--- src/rtl/pulse_pc_ctrl_if.sv ---
// PC-register / instruction-memory bus between the pulse next-PC sequencer and the memory side.
interface pulse_pc_ctrl_if #(
    parameter int unsigned PC_WIDTH   = 11,
    parameter int unsigned WAIT_WIDTH = 12
);
    logic                  update_pc;
    logic [PC_WIDTH-1:0]   next_PC;
    logic [PC_WIDTH-1:0]   PC;
    logic [2:0]            inst_op;
    logic [PC_WIDTH-1:0]   inst_target;
    logic [WAIT_WIDTH-1:0] inst_count;

    modport master (
        output update_pc, next_PC,
        input  PC, inst_op, inst_target, inst_count
    );

    modport slave (
        input  update_pc, next_PC,
        output PC, inst_op, inst_target, inst_count
    );
endinterface

--- src/rtl/pulse_pc_ctrl.sv ---
// Next-PC sequencer for the pulse program: play, wait, single-level loop, jump, halt.
// update_pc/next_PC/play_trig/done are combinational from state and inputs.
module pulse_pc_ctrl #(
    parameter int unsigned PC_WIDTH   = 11,
    parameter int unsigned LOOP_WIDTH = 8,
    parameter int unsigned WAIT_WIDTH = 12
) (
    input  logic                clk,
    input  logic                rst_n,
    input  logic                start,
    input  logic [PC_WIDTH-1:0] start_pc,
    input  logic                abort,
    pulse_pc_ctrl_if.master     pc_bus,
    output logic                play_trig,
    output logic                busy,
    output logic                done,
    output logic                err
);

    typedef enum logic [1:0] {
        ST_IDLE  = 2'd0,
        ST_FETCH = 2'd1,
        ST_EXEC  = 2'd2,
        ST_WAIT  = 2'd3
    } state_t;

    localparam logic [2:0] OP_PLAY       = 3'd0;
    localparam logic [2:0] OP_WAIT       = 3'd1;
    localparam logic [2:0] OP_LOOP_START = 3'd2;
    localparam logic [2:0] OP_LOOP_END   = 3'd3;
    localparam logic [2:0] OP_JUMP       = 3'd4;
    localparam logic [2:0] OP_HALT       = 3'd5;

    state_t                state;
    state_t                state_nxt;
    logic [LOOP_WIDTH-1:0] loop_cnt;
    logic [LOOP_WIDTH-1:0] loop_cnt_nxt;
    logic [WAIT_WIDTH-1:0] wait_cnt;
    logic [WAIT_WIDTH-1:0] wait_cnt_nxt;
    logic                  err_q;
    logic                  err_nxt;

    logic [PC_WIDTH-1:0]   pc_inc;
    logic [LOOP_WIDTH-1:0] count_lo;

    assign pc_inc   = pc_bus.PC + PC_WIDTH'(1);
    assign count_lo = pc_bus.inst_count[LOOP_WIDTH-1:0];

    // State register
    always_ff @(posedge clk) begin
        if (!rst_n) begin
            state <= ST_IDLE;
        end else begin
            state <= state_nxt;
        end
    end

    // Loop/wait counters and sticky error flag
    always_ff @(posedge clk) begin
        if (!rst_n) begin
            loop_cnt <= '0;
            wait_cnt <= '0;
            err_q    <= 1'b0;
        end else begin
            loop_cnt <= loop_cnt_nxt;
            wait_cnt <= wait_cnt_nxt;
            err_q    <= err_nxt;
        end
    end

    // Next-state logic; abort outranks everything outside IDLE
    always_comb begin
        state_nxt = state;
        unique case (state)
            ST_IDLE: begin
                if (start) state_nxt = ST_FETCH;
            end
            ST_FETCH: begin
                state_nxt = abort ? ST_IDLE : ST_EXEC;
            end
            ST_EXEC: begin
                if (abort) begin
                    state_nxt = ST_IDLE;
                end else begin
                    case (pc_bus.inst_op)
                        OP_WAIT:  state_nxt = (pc_bus.inst_count != '0) ? ST_WAIT : ST_FETCH;
                        OP_PLAY, OP_LOOP_START, OP_LOOP_END, OP_JUMP:
                                  state_nxt = ST_FETCH;
                        default:  state_nxt = ST_IDLE;
                    endcase
                end
            end
            ST_WAIT: begin
                if (abort)                 state_nxt = ST_IDLE;
                else if (wait_cnt == '0)   state_nxt = ST_FETCH;
            end
            default: state_nxt = ST_IDLE;
        endcase
    end

    // Outputs and datapath next values
    always_comb begin
        pc_bus.update_pc = 1'b0;
        pc_bus.next_PC   = '0;
        play_trig        = 1'b0;
        done             = 1'b0;
        busy             = (state != ST_IDLE);
        err              = err_q;
        loop_cnt_nxt     = loop_cnt;
        wait_cnt_nxt     = wait_cnt;
        err_nxt          = err_q;

        unique case (state)
            ST_IDLE: begin
                if (start) begin
                    pc_bus.update_pc = 1'b1;
                    pc_bus.next_PC   = start_pc;
                    err_nxt          = 1'b0;
                    loop_cnt_nxt     = '0;
                end
            end
            ST_FETCH: begin
                if (abort) begin
                    done         = 1'b1;
                    loop_cnt_nxt = '0;
                    wait_cnt_nxt = '0;
                end
            end
            ST_EXEC: begin
                if (abort) begin
                    done         = 1'b1;
                    loop_cnt_nxt = '0;
                    wait_cnt_nxt = '0;
                end else begin
                    case (pc_bus.inst_op)
                        OP_PLAY: begin
                            play_trig        = 1'b1;
                            pc_bus.update_pc = 1'b1;
                            pc_bus.next_PC   = pc_inc;
                        end
                        OP_WAIT: begin
                            if (pc_bus.inst_count == '0) begin
                                pc_bus.update_pc = 1'b1;
                                pc_bus.next_PC   = pc_inc;
                            end else begin
                                wait_cnt_nxt = pc_bus.inst_count - WAIT_WIDTH'(1);
                            end
                        end
                        OP_LOOP_START: begin
                            loop_cnt_nxt     = (count_lo == '0) ? LOOP_WIDTH'(1) : count_lo;
                            pc_bus.update_pc = 1'b1;
                            pc_bus.next_PC   = pc_inc;
                        end
                        OP_LOOP_END: begin
                            pc_bus.update_pc = 1'b1;
                            if (loop_cnt > LOOP_WIDTH'(1)) begin
                                loop_cnt_nxt   = loop_cnt - LOOP_WIDTH'(1);
                                pc_bus.next_PC = pc_bus.inst_target;
                            end else begin
                                loop_cnt_nxt   = '0;
                                pc_bus.next_PC = pc_inc;
                            end
                        end
                        OP_JUMP: begin
                            pc_bus.update_pc = 1'b1;
                            pc_bus.next_PC   = pc_bus.inst_target;
                        end
                        OP_HALT: begin
                            done = 1'b1;
                        end
                        default: begin
                            done    = 1'b1;
                            err_nxt = 1'b1;
                        end
                    endcase
                end
            end
            ST_WAIT: begin
                if (abort) begin
                    done         = 1'b1;
                    loop_cnt_nxt = '0;
                    wait_cnt_nxt = '0;
                end else if (wait_cnt == '0) begin
                    pc_bus.update_pc = 1'b1;
                    pc_bus.next_PC   = pc_inc;
                end else begin
                    wait_cnt_nxt = wait_cnt - WAIT_WIDTH'(1);
                end
            end
            default: ;
        endcase

        // Reset forces every output low even before the state register clears
        if (!rst_n) begin
            pc_bus.update_pc = 1'b0;
            pc_bus.next_PC   = '0;
            play_trig        = 1'b0;
            done             = 1'b0;
            busy             = 1'b0;
            err              = 1'b0;
        end
    end

endmodule

--- src/flat_wrapper.sv ---
// flat-port wrapper written by rule: the top's interface ports become plain ports
module pulse_pc_ctrl_flat 
#(
    parameter int unsigned PC_WIDTH   = 11,
    parameter int unsigned LOOP_WIDTH = 8,
    parameter int unsigned WAIT_WIDTH = 12
)
  (clk, rst_n, start, start_pc, abort, play_trig, busy, done, err, pc_bus_update_pc, pc_bus_next_PC, pc_bus_PC, pc_bus_inst_op, pc_bus_inst_target, pc_bus_inst_count);
  pulse_pc_ctrl_if #(.PC_WIDTH(PC_WIDTH), .WAIT_WIDTH(WAIT_WIDTH)) pc_bus_i ();
  input  logic clk;
  input  logic rst_n;
  input  logic start;
  input  logic [PC_WIDTH-1:0] start_pc;
  input  logic abort;
  output logic play_trig;
  output logic busy;
  output logic done;
  output logic err;
  output wire logic [$bits(pc_bus_i.update_pc)-1:0] pc_bus_update_pc;
  output wire logic [$bits(pc_bus_i.next_PC)-1:0] pc_bus_next_PC;
  input wire logic [$bits(pc_bus_i.PC)-1:0] pc_bus_PC;
  input wire logic [$bits(pc_bus_i.inst_op)-1:0] pc_bus_inst_op;
  input wire logic [$bits(pc_bus_i.inst_target)-1:0] pc_bus_inst_target;
  input wire logic [$bits(pc_bus_i.inst_count)-1:0] pc_bus_inst_count;
  assign pc_bus_update_pc = pc_bus_i.update_pc;
  assign pc_bus_next_PC = pc_bus_i.next_PC;
  assign pc_bus_i.PC = pc_bus_PC;
  assign pc_bus_i.inst_op = pc_bus_inst_op;
  assign pc_bus_i.inst_target = pc_bus_inst_target;
  assign pc_bus_i.inst_count = pc_bus_inst_count;
  pulse_pc_ctrl #(.PC_WIDTH(PC_WIDTH), .LOOP_WIDTH(LOOP_WIDTH), .WAIT_WIDTH(WAIT_WIDTH)) u_core (.clk(clk), .rst_n(rst_n), .start(start), .start_pc(start_pc), .abort(abort), .pc_bus(pc_bus_i), .play_trig(play_trig), .busy(busy), .done(done), .err(err));
endmodule
--- config.mk ---
export PLATFORM = sky130hd
export DESIGN_NAME = pulse_pc_ctrl_flat
export DESIGN_NICKNAME = d
export VERILOG_FILES = /design/src/rtl/pulse_pc_ctrl_if.sv /design/src/rtl/pulse_pc_ctrl.sv /design/src/flat_wrapper.sv
export SDC_FILE = /design/constraint.sdc
export NUM_CORES = 1
export LEC_CHECK = 0
export CORE_UTILIZATION = 55
export CTS_CLUSTER_DIAMETER = 80
export DETAILED_ROUTE_END_ITERATION = 7
export DONT_BUFFER_PORTS = 1
export HOLD_SLACK_MARGIN = 0.05
export PLACE_DENSITY = 0.73
export SLEW_MARGIN = 0
export SYNTH_ARGS = -nofsm -noshare
export SYNTH_HDL_FRONTEND = slang
export SYNTH_SLANG_ARGS = --single-unit
--- constraint.sdc ---
create_clock -name clk -period 2.81 [get_ports clk]
set_input_delay 0.281 -clock clk [delete_from_list [all_inputs] [get_ports clk]]
set_output_delay 0.281 -clock clk [all_outputs]
set_load 0.01 [all_outputs]
# Word level (Yosys, flattened, before mapping)
# Cells that the tools add are included.
[word_totals]
word_cells = 99
output_inout_bits = 16
input_bits = 52
ff_bits = 23
[op_classes]
n_addsub = 4
n_reduce_logical = 18
n_eq_ne = 18
mux = 54
n_lt_le_gt_ge = 1
[ops]
columns = ["cell", "count"]
rows = [
  ["$mux W11", 7],
  ["$mux W12", 6],
  ["$pmux W11 S4", 1],
  ["$mux W8", 5],
  ["$pmux W12 S3", 1],
  ["$pmux W11 S3", 1],
  ["$logic_not A12 Y1", 2],
  ["$pmux W8 S3", 1],
  ["$sub A12 B1 Y12 const B", 2],
  ["$mux W1", 19],
  ["$pmux W8 S2", 1],
  ["$mux W2", 6],
  ["$reduce_bool A12 Y1", 1],
  ["$add A11 B1 Y11 const B", 1],
  ["$ne A3 B3 Y1 const B", 3],
  ["$gt A8 B1 Y1 const B", 1],
  ["$logic_not A8 Y1", 1],
  ["$ne A2 B2 Y1 const B", 4],
  ["$pmux W2 S4", 1],
  ["$sub A8 B1 Y8 const B", 1],
  ["$eq A3 B2 Y1 const B", 2],
  ["$eq A3 B3 Y1 const B", 2],
  ["$pmux W1 S2", 3],
  ["$reduce_or A6 Y1", 1],
  ["other kinds (19)", 22],
]

# Longest topological paths before layout
# Gate-level depths: netlist of run 1.
[logic_depth]
word_depth = 6
mapped_depth = 9
mapped_depth_nobuf = 8

# Worst setup path before layout of run 1
# No wires, ideal clock.
[synth_path]
path_type = "register -> output"
from = "register u_core.loop_cnt[2]"
to = "output port pc_bus_next_PC[10]"
path_buffers = 1
t_required_ps = 2529
arrival_ps = 1916
stages_incl_launch_ff = 8
slack_ps = 613
cell_sequence = "dfxtp_1 > buf_6 > or4_4 > nor4_4 > nand2_1 > a21oi_1 > nor2_1 > o21ai_1"
[synth_between]
elab_chain_cells = 6
[synth_lines]
columns = ["element", "line", "rtl"]
rows = [
  ["start, declared", "pulse_pc_ctrl.sv:36", "logic [LOOP_WIDTH-1:0] loop_cnt;"],
  ["start signal, assigned", "pulse_pc_ctrl.sv:65", "loop_cnt <= loop_cnt_nxt;"],
  ["$gt A8 B1 Y1", "pulse_pc_ctrl.sv:156", "if (loop_cnt > LOOP_WIDTH'(1)) begin"],
  ["$mux W11", "pulse_pc_ctrl.sv:156", ""],
  ["$pmux W11 S4", "pulse_pc_ctrl.sv:135", "case (pc_bus.inst_op)"],
  ["$mux W11", "pulse_pc_ctrl.sv:130", "if (abort) begin"],
  ["$pmux W11 S3", "pulse_pc_ctrl.sv:113", "unique case (state)"],
  ["$mux W11", "pulse_pc_ctrl.sv:194", "if (!rst_n) begin"],
  ["end, declared", "flat_wrapper.sv:20", "output wire logic [$bits(pc_bus_i.next_PC)-1:0] pc_bus_next_PC;"],
]
# Every way passes these cells.

# Worst setup path in the final report of run 1
[layout_path]
from = "register u_core.loop_cnt[0]"
to = "output port pc_bus_next_PC[10]"
# Same word-level chain as after synthesis.

==> results of run 1 <==
==> power by group <==
part / switching [W] / total, W / internal, W
Clock: 0.000112 / 0.000214 / 0.000101
Combinational: 0.0000732 / 0.000134 / 0.0000604
Sequential: 0.00000596 / 0.000335 / 0.000329
Total: 0.000191 / 0.000682 / 0.000491
==> synthesized netlist by cell type, types with 2 or more instances <==
library cell / n / area (um^2)
dfxtp_1: 23 / 460.4
xnor2_1: 13 / 113.9
nor4_1: 4 / 25.02
nor3b_1: 3 / 22.52
buf_2: 2 / 10.01
o2111a_1: 2 / 22.52
inv_1: 8 / 30.03
a21boi_1: 7 / 52.55
nand2b_1: 4 / 25.02
nand3b_1: 5 / 37.54
nand3_1: 11 / 55.05
or3_1: 3 / 18.77
nand4b_1: 2 / 17.52
nor2_1: 27 / 101.4
o22ai_1: 7 / 43.79
and3_1: 4 / 25.02
a22oi_2: 10 / 125.1
a31o_1: 2 / 17.52
nor3_1: 7 / 35.03
o21ai_1: 13 / 65.06
a22oi_1: 4 / 30.03
xor2_1: 12 / 105.1
a21oi_1: 16 / 80.08
buf_6: 2 / 22.52
a31oi_1: 3 / 18.77
o32ai_1: 2 / 17.52
a211oi_1: 2 / 15.01
ha_1: 6 / 75.07
o21ai_0: 13 / 65.06
nand4_1: 2 / 12.51
o31ai_1: 2 / 15.01
clkbuf_1: 8 / 30.03
nand2_1: 44 / 165.2
and2_1: 4 / 25.02
nor2b_1: 9 / 56.30
==> critical path, cell delays in order, from the launching register on <==
cell and delay [ns]:
dfxtp_1 0.42, inv_1 0.07, ha_1 0.27, nor2_1 0.20, nor4_4 0.09, a2bb2oi_2 0.18, nor3_4 0.48, a22oi_1 0.13
o21ai_1 0.19
==> layer usage <==
layer,share of wire (%),vias up
met5,0,-
met4,1.2,0
met3,7.0,6
met2,50,69
met1,42,1001
li1,-,1123
==> stage by stage <==
step                      area (um^2)  cells  power [W]  hold slack [ns]
after global placement           2312    352  0.0004732           0.3589
final                            2366    356  0.0006825          0.07648
after CTS                        2364    356  0.0006852          0.07020
after detailed placement         2312    352  0.0004744           0.3611
after floorplan                  2223    305  0.0004558           0.4432
after global routing             2366    356  0.0007201          0.07102
==> final cells by class <==
cell class | instances | share of cell area [%]
clock buffer | 4 | 1.904
inverter | 8 | 1.269
multi-input combinational | 261 | 71.02
sequential | 23 | 19.46
tap | 48 | 2.538
timing repair buffer | 12 | 3.808
==> state kept, by name, summed over array words and instances (netlist names) <==
name,cells
u_core.state,2
u_core.err_q,1
u_core.loop_cnt,8
u_core.wait_cnt,12
==> kinds of logic (layout without fill, tap and decap cells) <==
logic type / count (synthesis) / count (layout) / synth area share (%)
compound gates: 94 / 94 / 30.11
xor+xnor: 25 / 25 / 9.848
fa+ha+maj: 6 / 6 / 3.376
buf+inv: 21 / 24 / 4.333
flops: 23 / 23 / 20.71
mux: 1 / 1 / 0.4502
simple gates: 135 / 135 / 31.18
==> worst min-delay path by stage <==
stage,startpoint,end,cells after the start
finish,abort,u_core.state[1]$_SDFFE_PN0P_,1
global route,abort,u_core.state[1]$_SDFFE_PN0P_,1
floorplan,u_core.err_q$_SDFFE_PN0P_,u_core.err_q$_SDFFE_PN0P_,2
global placement,abort,u_core.state[1]$_SDFFE_PN0P_,1
detailed placement,abort,u_core.state[1]$_SDFFE_PN0P_,1
CTS,abort,u_core.state[1]$_SDFFE_PN0P_,1
==> what timing repair did <==
action | in CTS | in global routing
pin swaps | 0 | 1
endpoints found under the setup margin | 4 | 11
resized for setup | 1 | 1
endpoints found under the hold margin | 0 | 0
==> flow_metrics.tcl, run 1 <==
set metrics [dict create \
    ys_types 54 \
    area_delta_synth_final_pct 6.415 \
    crit_end "pc_bus_next_PC[10]" \
    final_util_pct 62.74 \
    initial_core_util_pct 58.96 \
    ff2ff_path_depth 9 \
    drive_above_1_share_pct 10.39 \
    track_usage_pct 28.09 \
    setup_ws_ns 0.2384 \
    place_ws_ns 0.2398 \
    r2r-start "u_core.wait_cnt[0]$_SDFFE_PN0P_" \
    pin_count 68 \
    synthesis.nets 363 \
    num_antenna_cells 0 \
    synthCells 305 \
    p_leak_nw 0.8609 \
    vias_per_cell 6.177 \
    clk_root_buffer_cell "clkbuf_8" \
    rsz0062_at_grt "false" \
    grt_pass1_wl_um 9563 \
    cts_tree "yes" \
    start_kind "flip-flop" \
    nets 367 \
    wl_um 5590 \
    drv_slew 0 \
    max_freq_ghz 0.3889 \
    synth_edf_count 0 \
    synth-seq-cells 23 \
    async_flop_share_pct 0 \
    hold_viol_final 0 \
    vias 2199 \
    antenna_left 0 \
    fin_crit_sh_pct 91.51 \
    clkLatencyLatePin_ns 0.27 \
    antenna_found_initial 0 \
    clk_pin_slew_ns 0.09 \
    die_h_um 65.58 \
    worstPathArrival_ns 2.29 \
    tightestPinTransition_ns 0.7842 \
    yosys_warnings 0 \
    htree_levels 1 \
    cts_sinks 23 \
    avgSynthCellArea_um2 7.290 \
    crit_type "reg -> out" \
    clk_path_buf_depth 2 \
    final_common_cell "nand2_1" \
    coreArea_um2 3771 \
    r2r-end "u_core.wait_cnt[6]$_SDFFE_PN0P_" \
    synth-seq-area-share_pct 20.71 \
    ys.flop_type "dfxtp_1" \
    met3_usage_pct 6.076 \
    regArea_um2 460.4 \
    syn_area_um2 2223 \
    status "completed" \
    cts_buffers 3 \
    cp.required_ns 2.53 \
    multi_input_area_um2 1680 \
    irDropWorstVdd_uv 252.0 \
    cap_viol_max_count 0 \
    final_cell_mix "44 x nand2_1, 26 x nor2_1, 23 x dfxtp_1" \
    grtUsageMet1_pct 32.67 \
    io_buffer_count 0 \
    worst-r2r-setup-slack_ns 0.67 \
    rows 22 \
    first_pass_iters 4 \
    final.setup.tns_ns 0 \
    final.fill_count 355 \
    grt_util_met2_pct 50.39 \
    grt_busiest_layer "met2" \
    finClkSkew_ns 0.005817 \
    grt_overflow_total 0 \
    die-area_um2 4301 \
    max_slew_margin_pct 47.24 \
    drcViolationCount 0 \
    cts-hold-fix-buffers 0 \
    crit_start "u_core.loop_cnt[0]$_SDFFE_PN0P_" \
    drt-initial-drc-count 89 \
    post_cts_buffers 0 \
    critPathCaptureType "output pin" \
    critPathMaxFanout 11 \
    gp_congestion 0.8433 \
    grt_max_degree 32 \
    p_per_area_nw_per_um2 288.5 \
    finalSetupViolCount 0 \
    post-dp-hpwl_um 4381 \
    chipWidth_um 65.58 \
    wire_per_inst_um 15.70 \
    fin_crit_ns 2.572 \
    hold_class "in -> reg" \
    grt_pass1_vias 2181 \
]
No activity file was read; power rests on OpenSTA's default activity.
==> run 2, diff against run 1 <==
Settings changed: CORE_MARGIN set to 2, PLACE_DENSITY 0.73 to 0.69.
==> flow_metrics.tcl, run 2 (same netlist as run 1, synthesis figures left out) <==
set metrics [dict create \
    status "completed" \
    gp_congestion 0.8598 \
    top_register "u_core.wait_cnt" \
    cap_viol_max_count 0 \
    finClkSkew_ns 0.007706 \
    grt_overflow_total 0 \
    highest_layer "met4" \
    max_slew_margin_pct 39.29 \
    p_comb_share_pct 19.4 \
    coreArea_um2 3943 \
    first_pass_iters 5 \
    wl_met3_um 471 \
    max_freq_ghz 0.3827 \
    vias 2242 \
    finalSetupViolCount 0 \
    p_switching_w 0.0001966 \
    grt_max_degree 32 \
    switching_share_pct 28.71 \
    nets 366 \
    drive_above_1_share_pct 10.75 \
    post_cts_buffers 0 \
    critPathMaxFanout 10 \
    pwr-share-seq_pct 49.0 \
    track_usage_pct 25.51 \
    die_h_um 67.58 \
    hold_viol_final 0 \
    final_cell_mix "44 x nand2_1, 26 x nor2_1, 23 x dfxtp_1" \
    tightestPinTransition_ns 0.9023 \
    wl_um 5853 \
    drv_slew 0 \
    num_antenna_cells 0 \
    start_kind "flip-flop" \
    final_cells 357 \
    fin_crit_ns 2.613 \
    clk_pin_slew_ns 0.08 \
    fin_crit_sh_pct 92.99 \
    hold_class "in -> reg" \
    cts_tree "yes" \
    max_stage_delay_ns 0.36 \
    crit_type "reg -> out" \
    drt-initial-drc-count 126 \
    worstPathArrival_ns 2.33 \
    cp.required_ns 2.53 \
    cts_sinks 23 \
    wl_met1_um 2511 \
    grt_pass1_wl_um 8997 \
    post-dp-hpwl_um 4456 \
    rows 23 \
    grt_pass1_vias 1948 \
    drcViolationCount 0 \
    final_common_cell "nand2_1" \
    clk_root_buffer_cell "clkbuf_8" \
    cts_buffers 3 \
    p_per_area_nw_per_um2 290.2 \
    initial_core_util_pct 56.39 \
    wire_per_inst_um 16.39 \
    die-area_um2 4567 \
    vias_per_cell 6.280 \
    crit_top_cell "buf_4" \
    rsz0062_at_grt "false" \
    clkLatencyLatePin_ns 0.27 \
    clk_path_buf_depth 2 \
    crit_chain "inv_1 -> ha_1 -> nor3b_1 -> buf_4 -> and2_1 -> nand2_1 -> o32ai_1 -> nor2_1 -> buf_4 -> o21ai_1" \
    pin_count 68 \
    critPathCaptureType "output pin" \
    io_buffer_count 0 \
    p_leak_nw 0.8525 \
    final.setup.tns_ns 0 \
    power.internal_w 0.0004880 \
    largest_reg_flops 12 \
    cp_slowest_cell "dfxtp_1" \
    clock_power_share_pct 31.6 \
    irDropWorstVdd_uv 172.3 \
    antenna_left 0 \
    antenna_found_initial 0 \
    final.fill_count 388 \
    htree_levels 1 \
    met2_length_um 2767 \
    area_delta_synth_final_pct 6.078 \
    chipWidth_um 67.58 \
    dp.cells 353 \
    top_regs "u_core.wait_cnt (12), u_core.loop_cnt (8), u_core.state (2)" \
]
==> run 2: area by class of cell <==
type	instances	area (um^2)	share of cell area (%)
Timing Repair Buffer	11	82.58	3.501
Multi-Input combinational cell	261	1677	71.09
Inverter	8	30.03	1.273
Sequential cell	23	460.4	19.52
Tap cell	50	62.56	2.653
Clock buffer	3	41.29	1.751
Clock inverter	1	5.005	0.2122
==> run 2: routing by layer <==
layer,track usage (%),vias up
met5,0,-
met4,8.418,0
met3,3.333,9
met2,43.63,93
met1,32.86,1024
li1,-,1116
==> run 2: final timing paths <==
kind	from	to	slack [ns]	depth (start not counted)
min reg2reg	u_core.err_q$_SDFFE_PN0P_	u_core.err_q$_SDFFE_PN0P_	0.49	2
min	abort	u_core.state[1]$_SDFFE_PN0P_	0.08	1
max reg2reg	u_core.wait_cnt[0]$_SDFFE_PN0P_	u_core.wait_cnt[3]$_SDFFE_PN0P_	0.64	9
max	u_core.wait_cnt[0]$_SDFFE_PN0P_	pc_bus_next_PC[3]	0.20	10
==> run 2: stage by stage <==
stage	setup WS, ns	hold WS, ns	total power, W	cell area, um^2	util (%)
6_report	0.1968	0.08175	0.0006845	2359	59.82
5_1_grt	0.01214	0.07397	0.0007170	2359	59.82
4_1_cts	0.1240	0.07606	0.0006885	2354	59.70
3_5_place_dp	0.4376	0.3672	0.0004738	2307	58.52
3_3_place_gp	0.4495	0.3661	0.0004730	2307	58.52
2_1_floorplan	0.6132	0.4432	0.0004558	2223	-
==> run 2: repair_timing <==
action	CTS	global route
hold endpoints to repair	0	0
hold buffers	0	0
setup endpoints to repair	0	11
gates resized for setup	0	2
==> run 2: worst max-delay path: cells and delay by family (launching register included) <==
| family | cells | cell delay [ns] |
|---|---|---|
| DFF | 1 | 0.36 |
| and+or+nand+nor | 4 | 0.70 |
| AOI/OAI and AO/OA | 2 | 0.42 |
| adders and majority gates | 1 | 0.19 |
| buffers and inverters | 3 | 0.41 |
==> run 2: power by group through the flow <==
stage               Combinational [W]  Sequential, W  Clock, W
floorplan                    0.000116       0.000339         0
global placement             0.000131       0.000342         0
detailed placement           0.000131       0.000343         0
CTS                          0.000132       0.000335  0.000222
global route                 0.000148       0.000336  0.000234
finish                       0.000133       0.000335  0.000217
==> run 3, diff against run 2 <==
Settings changed: CORE_MARGIN 2 to 1.5, CTS_BUF_LIST set to sky130_fd_sc_hd__clkbuf_4 sky130_fd_sc_hd__clkbuf_8 sky130_fd_sc_hd__clkbuf_16.
==> flow_metrics.tcl, run 3 (same netlist as run 1, synthesis figures left out) <==
set metrics [dict create \
    status "completed" \
    vias_per_cell 6.234 \
    p_switching_w 0.0001930 \
    clock_power_share_pct 32.2 \
    max_stage_delay_ns 0.49 \
    final_cell_mix "44 x nand2_1, 26 x nor2_1, 23 x dfxtp_1" \
    cts_tree "yes" \
    clk_pin_slew_ns 0.09 \
    post-dp-hpwl_um 4466 \
    io_buffer_count 0 \
    fin_crit_ns 2.620 \
    cts-hold-fix-buffers 0 \
    crit_chain "inv_1 -> ha_1 -> nor2_1 -> nor4_4 -> a2bb2oi_2 -> nor3_4 -> a22oi_1 -> o21ai_1" \
    cp.required_ns 2.53 \
    clkLatencyLatePin_ns 0.27 \
    largest_reg_flops 12 \
    max_freq_ghz 0.3817 \
    tightestPinTransition_ns 0.7489 \
    final.fill_count 363 \
    final.setup.tns_ns 0 \
    critPathCaptureType "output pin" \
    grt_pass1_vias 1998 \
    wl_um 5800 \
    finalSetupViolCount 0 \
    setup_ws_ns 0.1905 \
    pin_count 68 \
    htree_levels 1 \
    finClkSkew_ns 0.004863 \
    cts_buffers 3 \
    area_delta_synth_final_pct 6.472 \
    power.internal_w 0.0005008 \
    switching_share_pct 27.81 \
    grt_overflow_total 0 \
    wire_per_inst_um 16.34 \
    hold_class "in -> reg" \
    clk_root_buffer_cell "clkbuf_8" \
    rsz0062_at_grt "false" \
    cap_viol_max_count 0 \
    drt-initial-drc-count 138 \
    p_per_area_nw_per_um2 293.1 \
    cp_slowest_cell "nor3_4" \
    vias 2213 \
    gp_congestion 0.8829 \
    num_antenna_cells 0 \
    max_slew_margin_pct 49.61 \
    chipWidth_um 66.58 \
    hold_viol_final 0 \
    p_comb_share_pct 19.5 \
    fin_crit_sh_pct 93.22 \
    track_usage_pct 26.52 \
    pwr-share-seq_pct 48.2 \
    final_common_cell "nand2_1" \
    grt_max_degree 32 \
    top_regs "u_core.wait_cnt (12), u_core.loop_cnt (8), u_core.state (2)" \
    drive_above_1_share_pct 10.75 \
    irDropWorstVdd_uv 266.3 \
    nets 366 \
    first_pass_iters 4 \
    multi_input_area_um2 1685 \
    drv_slew 0 \
    initial_core_util_pct 58.96 \
    antenna_found_initial 0 \
    drcViolationCount 0 \
    p_leak_nw 0.8627 \
    die-area_um2 4433 \
    cts_sinks 23 \
    regArea_um2 460.4 \
    antenna_left 0 \
    start_kind "flip-flop" \
    die_h_um 66.58 \
    grt_pass1_wl_um 9163 \
    crit_type "reg -> out" \
    clk_path_buf_depth 2 \
    critPathMaxFanout 11 \
    worstPathArrival_ns 2.34 \
    top_register "u_core.wait_cnt" \
    coreArea_um2 3771 \
    place_ws_ns 0.2429 \
    rows 22 \
]
## run 3: cell count changes in the layout (fill, tap and decap cells not counted), sizes merged
cell	previous run	this run
clkbuf	3	4
clkinv	1	0
## run 3: final cells by class
| class | count | area share [%] |
|---|---|---|
| multi-input combinational | 261 | 71.19 |
| clock buffer | 4 | 2.061 |
| tap | 48 | 2.537 |
| sequential | 23 | 19.45 |
| timing repair buffer | 11 | 3.488 |
| inverter | 8 | 1.268 |
## run 3: metrics by stage
step / instances / hold slack, ns / cell area [um^2] / util (%) / total power, W
6_report: 355 / 0.07608 / 2367 / 62.77 / 0.0006938
3_5_place_dp: 351 / 0.3602 / 2305 / 61.11 / 0.0004755
2_1_floorplan: 305 / 0.4432 / 2223 / - / 0.0004558
4_1_cts: 355 / 0.07112 / 2360 / 62.57 / 0.0007003
5_1_grt: 355 / 0.07419 / 2367 / 62.77 / 0.0007280
3_3_place_gp: 351 / 0.3593 / 2305 / 61.11 / 0.0004757
## run 3: power by group through the flow
stage	clock network (W)	logic, W	registers (W)
after floorplan	0	0.000116	0.000339
after detailed placement	0	0.000133	0.000342
after global routing	0.000241	0.000151	0.000336
after CTS	0.000231	0.000135	0.000335
final	0.000223	0.000136	0.000335
after global placement	0	0.000133	0.000342
## run 3: worst paths after layout
check	slack, ns	startpoint	cells past startpoint	to
worst min-delay path	0.08	abort	1	u_core.state[1]$_SDFFE_PN0P_
worst max register to register	0.78	u_core.wait_cnt[0]$_SDFFE_PN0P_	8	u_core.wait_cnt[3]$_SDFFE_PN0P_
worst min register to register	0.48	u_core.err_q$_SDFFE_PN0P_	2	u_core.err_q$_SDFFE_PN0P_
worst max-delay path	0.19	u_core.loop_cnt[0]$_SDFFE_PN0P_	8	pc_bus_next_PC[10]
## run 3: timing repair
item	in CTS	in global routing
pin swaps	0	1
gates resized for setup	1	2
setup endpoints to repair	2	11
buffers inserted	0	0
## run 3: metal layers
layer | GRT usage [%] | up-vias | part of all wire (%)
met5 | 0 | - | 0
met4 | 8.418 | 0 | 1.9
met3 | 5.068 | 13 | 6.7
met2 | 46.00 | 76 | 49
met1 | 32.85 | 1009 | 43
li1 | - | 1115 | -
## run 3: critical path, delay by kind of cell (launching register included)
kind / cells / cell delay (ns)
and+or+nand+nor: 3 / 0.80
AOI/OAI and AO/OA: 3 / 0.50
DFF: 1 / 0.43
adders and majority gates: 1 / 0.27
buffers and inverters: 1 / 0.07
